<file path="src/rtl/clock_ctrl_pkg.sv">
// Shared mode encoding, time-field limits and wrap helper for clock_set_ctrl.
package clock_ctrl_pkg;

  localparam int unsigned TIME_W = 6;

  localparam logic [TIME_W-1:0] MAX_HRS  = 6'd23;
  localparam logic [TIME_W-1:0] MAX_MINS = 6'd59;
  localparam logic [TIME_W-1:0] MAX_SECS = 6'd59;

  localparam logic [1:0] MODE_RUN     = 2'd0;
  localparam logic [1:0] MODE_SET_HR  = 2'd1;
  localparam logic [1:0] MODE_SET_MIN = 2'd2;
  localparam logic [1:0] MODE_COMMIT  = 2'd3;

  function automatic logic [TIME_W-1:0] inc_wrap(input logic [TIME_W-1:0] val,
                                                 input logic [TIME_W-1:0] max);
    return (val >= max) ? '0 : val + TIME_W'(1);
  endfunction

endpackage

</file>
<file path="src/rtl/tick_prescaler.sv">
// Divides clk down to a one-cycle tick every TICK_DIV cycles while run is high.
module tick_prescaler #(
  parameter int unsigned TICK_DIV = 100000000
) (
  input  logic clk,
  input  logic rst_n,
  input  logic run,
  output logic tick
);

  localparam int unsigned     CNT_W = (TICK_DIV > 1) ? $clog2(TICK_DIV) : 1;
  localparam logic [CNT_W-1:0] LAST = CNT_W'(TICK_DIV - 1);

  logic [CNT_W-1:0] r_cnt;
  logic             r_tick;

  always_ff @(posedge clk or negedge rst_n) begin
    if (!rst_n) begin
      r_cnt  <= '0;
      r_tick <= 1'b0;
    end else if (!run) begin
      r_cnt  <= '0;
      r_tick <= 1'b0;
    end else if (r_cnt == LAST) begin
      r_cnt  <= '0;
      r_tick <= 1'b1;
    end else begin
      r_cnt  <= r_cnt + 1'b1;
      r_tick <= 1'b0;
    end
  end

  assign tick = r_tick;

endmodule

</file>
<file path="src/rtl/clock_set_ctrl.sv">
// Time-setting mode controller with prescaled tick and load strobe to the time counter.
// Optional alarm comparator enabled by defining CLOCK_CTRL_ALARM_EN.
module clock_set_ctrl
  import clock_ctrl_pkg::*;
#(
  parameter int unsigned TICK_DIV = 100000000
) (
  input  logic              clk,
  input  logic              rst_n,
  input  logic              mode_btn,
  input  logic              inc_btn,
  input  logic [TIME_W-1:0] cur_hrs,
  input  logic [TIME_W-1:0] cur_mins,
  input  logic [TIME_W-1:0] cur_secs,
  output logic              tick_en,
  output logic              load_en,
  output logic [TIME_W-1:0] load_hrs,
  output logic [TIME_W-1:0] load_mins,
  output logic [TIME_W-1:0] load_secs,
  output logic [1:0]        mode,
  output logic [TIME_W-1:0] disp_hrs,
  output logic [TIME_W-1:0] disp_mins,
  input  logic              alarm_arm,
  input  logic [TIME_W-1:0] alarm_hrs,
  input  logic [TIME_W-1:0] alarm_mins,
  input  logic              alarm_ack,
  output logic              alarm
);

  logic [1:0]        r_mode;
  logic [TIME_W-1:0] r_shadow_hrs, r_shadow_mins;
  logic              r_load_en;
  logic [TIME_W-1:0] r_load_hrs, r_load_mins;
  logic [TIME_W-1:0] r_disp_hrs, r_disp_mins;

  logic [1:0]        w_next_mode;
  logic [TIME_W-1:0] w_next_shadow_hrs, w_next_shadow_mins;
  logic              w_run_next;
  logic              w_tick;

  always_comb begin
    w_next_mode        = r_mode;
    w_next_shadow_hrs  = r_shadow_hrs;
    w_next_shadow_mins = r_shadow_mins;
    case (r_mode)
      MODE_RUN: begin
        if (mode_btn) begin
          w_next_mode        = MODE_SET_HR;
          w_next_shadow_hrs  = cur_hrs;
          w_next_shadow_mins = cur_mins;
        end
      end
      MODE_SET_HR: begin
        if (mode_btn)     w_next_mode       = MODE_SET_MIN;
        else if (inc_btn) w_next_shadow_hrs = inc_wrap(r_shadow_hrs, MAX_HRS);
      end
      MODE_SET_MIN: begin
        if (mode_btn)     w_next_mode        = MODE_COMMIT;
        else if (inc_btn) w_next_shadow_mins = inc_wrap(r_shadow_mins, MAX_MINS);
      end
      default: w_next_mode = MODE_RUN;
    endcase
  end

  // Prescaler follows the next mode so the registered tick never lands in a non-RUN cycle.
  assign w_run_next = (w_next_mode == MODE_RUN);

  tick_prescaler #(
    .TICK_DIV(TICK_DIV)
  ) u_prescaler (
    .clk  (clk),
    .rst_n(rst_n),
    .run  (w_run_next),
    .tick (w_tick)
  );

  always_ff @(posedge clk or negedge rst_n) begin
    if (!rst_n) begin
      r_mode        <= MODE_RUN;
      r_shadow_hrs  <= '0;
      r_shadow_mins <= '0;
      r_load_en     <= 1'b0;
      r_load_hrs    <= '0;
      r_load_mins   <= '0;
      r_disp_hrs    <= '0;
      r_disp_mins   <= '0;
    end else begin
      r_mode        <= w_next_mode;
      r_shadow_hrs  <= w_next_shadow_hrs;
      r_shadow_mins <= w_next_shadow_mins;
      r_load_en     <= (w_next_mode == MODE_COMMIT);
      if (w_next_mode == MODE_COMMIT) begin
        r_load_hrs  <= w_next_shadow_hrs;
        r_load_mins <= w_next_shadow_mins;
      end
      if ((w_next_mode == MODE_SET_HR) || (w_next_mode == MODE_SET_MIN)) begin
        r_disp_hrs  <= w_next_shadow_hrs;
        r_disp_mins <= w_next_shadow_mins;
      end else begin
        r_disp_hrs  <= cur_hrs;
        r_disp_mins <= cur_mins;
      end
    end
  end

  assign tick_en   = w_tick;
  assign load_en   = r_load_en;
  assign load_hrs  = r_load_hrs;
  assign load_mins = r_load_mins;
  assign load_secs = '0;
  assign mode      = r_mode;
  assign disp_hrs  = r_disp_hrs;
  assign disp_mins = r_disp_mins;

`ifdef CLOCK_CTRL_ALARM_EN
  logic [TIME_W-1:0] w_nxt_hrs, w_nxt_mins;
  logic              w_alarm_hit;
  logic              r_alarm;

  // Match against the time the counter will show after this tick (cur + 1 s).
  always_comb begin
    w_nxt_mins  = inc_wrap(cur_mins, MAX_MINS);
    w_nxt_hrs   = (cur_mins >= MAX_MINS) ? inc_wrap(cur_hrs, MAX_HRS) : cur_hrs;
    w_alarm_hit = (cur_secs >= MAX_SECS) && (w_nxt_mins == alarm_mins) &&
                  (w_nxt_hrs == alarm_hrs);
  end

  always_ff @(posedge clk or negedge rst_n) begin
    if (!rst_n)                                            r_alarm <= 1'b0;
    else if (!alarm_arm || alarm_ack)                      r_alarm <= 1'b0;
    else if ((r_mode == MODE_RUN) && w_tick && w_alarm_hit) r_alarm <= 1'b1;
  end

  assign alarm = r_alarm;
`else
  logic w_unused_alarm;
  assign w_unused_alarm = ^{alarm_arm, alarm_hrs, alarm_mins, alarm_ack, cur_secs};
  assign alarm          = 1'b0;
`endif

endmodule
</file>
<file path="config.mk">
export PLATFORM = sky130hd
export DESIGN_NAME = clock_set_ctrl
export DESIGN_NICKNAME = d
export VERILOG_FILES = /design/src/rtl/clock_ctrl_pkg.sv /design/src/rtl/tick_prescaler.sv /design/src/rtl/clock_set_ctrl.sv
export SDC_FILE = /design/constraint.sdc
export NUM_CORES = 1
export LEC_CHECK = 0
export ABC_CLOCK_PERIOD_IN_PS = 4600
export CAP_MARGIN = 0
export CORE_UTILIZATION = 49
export DETAILED_ROUTE_END_ITERATION = 10
export PLACE_DENSITY = 0.81
export SYNTH_ARGS = -nofsm -noshare
export SYNTH_HDL_FRONTEND = slang
export SYNTH_SLANG_ARGS = --single-unit
</file>
<file path="constraint.sdc">
create_clock -name clk -period 4.6 [get_ports clk]
set_input_delay 0.92 -clock clk [delete_from_list [all_inputs] [get_ports clk]]
set_output_delay 0.92 -clock clk [all_outputs]
set_load 0.1 [all_outputs]
</file>
==> flow_metrics.py <==
metrics = {
    "sta": {
        "rsz0062_at_grt": "no",
        "period_share_pct": 71.24,
        "fin_crit_ns": 3.277,
        "hold_violations": 0,
        "drv_slew": 0,
        "hold_ws_ns": 0.5078,
        "clock_skew_ns": 0.01348,
        "setup_viol": 0,
        "fmax_mhz": 305.2,
        "relSlewSlack_pct": 29.14,
        "worst_slew_pin_slew_ns": 1.063,
        "tns_ns": 0,
    },
    "synth": {
        "avgSynthCellArea_um2": 9.541,
        "synth_ff_type": "dfrtp_1",
        "syn_inst": 363,
        "syn_area_mm2": 0.003463,
        "yosysSeqAreaShare_pct": 48.41,
        "synthArstFlopShare_pct": 100.0,
        "yosysUniqueCellTypes": 56,
        "yosysWarnings": 0,
        "synth_enable_flop_cells": 0,
        "ys_ff_latch": 67,
    },
    "global_route": {
        "grtUsageTotal_pct": 21.64,
        "grt_start_max_net_pins": 41,
        "grt_first_pass_wirelength_um": 12420,
        "gr-total-overflow": 0,
        "grt_pass1_vias": 2695,
        "antenna_found_initial": 0,
    },
    "clock_tree": {
        "clock-sinks": 67,
        "clkTransAtPathRegs_ns": 0.07,
        "clk_root_buffer_cell": "clkbuf_8",
        "numCtsBuffers": 9,
        "cts.repair.resized": 0,
        "clk_latency_ns": 0.36,
        "cts_max_path_buffers": 2,
        "cts_hold_buf": 0,
        "htreeDepth": 3,
        "post_cts_buffers": 0,
        "cts_tree": "done",
    },
    "power": {
        "p_leak_nw": 1.723,
        "p_total_mw": 3.262,
        "peakVddDrop_mv": 0.3849,
        "power_density_mw_per_mm2": 781.9,
    },
    "floorplan": {
        "die_h_um": 86.07,
        "start_util_pct": 50.98,
        "chipWidth_um": 86.07,
        "die_area_mm2": 0.007408,
        "coreArea_mm2": 0.006794,
        "ios": 71,
        "num_rows": 30,
    },
    "finish": {
        "nFillCells": 589,
        "mostFrequentLayoutCells": "67 x dfrtp_1, 42 x clkdlybuf4s50_1, 39 x nor2_1",
        "fin_cells": 505,
        "final_common_cell": "dfrtp_1",
        "antennaDiodeCount": 0,
        "areaGrowthSynthToFinish_pct": 20.45,
        "num-nets-final": 445,
        "layout-drive-gt1-share_pct": 8.068,
    },
    "route": {
        "via_per_inst": 5.564,
        "wire_per_inst_um": 14.62,
        "first_iter_violations": 110,
        "drc_errors": 0,
        "firstDrtPassIters": 4,
        "vias": 2810,
        "wl_um": 7384,
        "ant_nets": 0,
    },
    "placement": {
        "port_buffers": 43,
        "hpwl_um": 5001,
        "placedCellCount": 489,
        "place_congestion": 0.8286,
    },
    "critical_path": {
        "cp-end-kind": "output port",
        "max_stage_delay_ns": 1.25,
        "critical_path_required_ns": 3.68,
        "path_cells": "clkdlybuf4s50_1",
        "critPathKind": "register to output port",
        "cp_num_buf_inv": 1,
        "critPathMaxFanout": 22,
        "slowest_stage": "clkdlybuf4s50_1",
        "path_delay_family": "buffers and inverters",
        "cp-start-kind": "register",
        "cp.arrival_ns": 2.36,
    },
    "worst_hold_path": {
        "hp-class": "register to register",
    },
    "run_status": {
        "status": "finished, final reports clean",
    },
    "run": {
        "drv_cap": 0,
    },
}
metrics by stage:
| step | setup slack, ns | utilization, % | instance area (um^2) |
|---|---|---|---|
| after detailed placement | 1.148 | 57.94 | 3936 |
| after global placement | 1.211 | 57.94 | 3936 |
| after global routing | 1.236 | 61.40 | 4172 |
| after floorplan | 2.013 | - | 3486 |
| after CTS | 1.326 | 61.40 | 4172 |
| final | 1.323 | 61.40 | 4172 |
sequential cells by signal (all words and copies together), names as in the netlist:
| name | flops |
|---|---|
| r_shadow_mins | 6 |
| disp_hrs | 6 |
| u_prescaler.tick | 1 |
| mode | 2 |
| load_hrs | 6 |
| load_mins | 6 |
| u_prescaler.r_cnt | 27 |
| r_shadow_hrs | 6 |
| load_en | 1 |
| disp_mins | 6 |
cell usage after synthesis, types with 9 or more instances:
library cell,count,area share (%)
dfrtp_1,67,48
nor2_1,39,4.2
a21oi_1,36,5.2
inv_1,21,2.3
nand2_1,17,1.8
clkbuf_1,13,1.4
nand3_1,12,1.7
o21ai_0,12,1.7
or3_1,10,1.8
xnor2_1,10,2.5
a31oi_1,9,1.6
nand2b_1,9,1.6
power by group:
| part | leakage, nW | internal [mW] | switching [mW] |
|---|---|---|---|
| combinational | 0.768 | 0.456 | 1.31 |
| clock | 0.112 | 0.336 | 0.232 |
| sequential | 0.843 | 0.770 | 0.161 |
| total | 1.72 | 1.56 | 1.70 |
area by class of cell:
cell class	count	area [um^2]	share of cell area [%]
Multi-Input combinational cell	259	1613	38.66
Timing Repair Buffer	46	447.9	10.74
Clock inverter	5	83.83	2.010
Sequential cell	67	1677	40.19
Tap cell	96	120.1	2.879
Clock buffer	11	151.4	3.629
Inverter	21	78.83	1.890
routing by layer:
layer  share of wire, %  GRT usage, %
met3                3.7         6.449
met1                 45         27.74
met2                 50         34.85
met5                  0             0
met4                1.6         7.727
worst paths after layout:
kind                                           start               endpoint  slack (ns)  cells after the start
min in group asynchronous                      rst_n           disp_mins[5]        0.56                      1
worst max-delay path                         mode[0]                mode[0]        1.32                      1
worst max register to register               mode[0]           disp_mins[0]        2.07                      4
worst min register to register  u_prescaler.r_cnt[0]   u_prescaler.r_cnt[0]        0.51                      1
max in group asynchronous                      rst_n  u_prescaler.r_cnt[15]        3.10                      2
worst min-delay path            u_prescaler.r_cnt[0]   u_prescaler.r_cnt[0]        0.51                      1
cell families (layout without fill, tap and decap cells):
family,after synthesis,count (layout),share of synthesized area (%)
and+or+nand+nor,138,138,22.15
muxes,5,5,1.590
AOI/OAI and AO/OA,90,90,16.73
other,1,7,0.1083
DFF,67,67,48.41
adders and majority gates,5,5,1.806
xor gates and xnor gates,14,14,3.540
buffers and inverters,43,83,5.672
(Power assumes the default switching activity.)
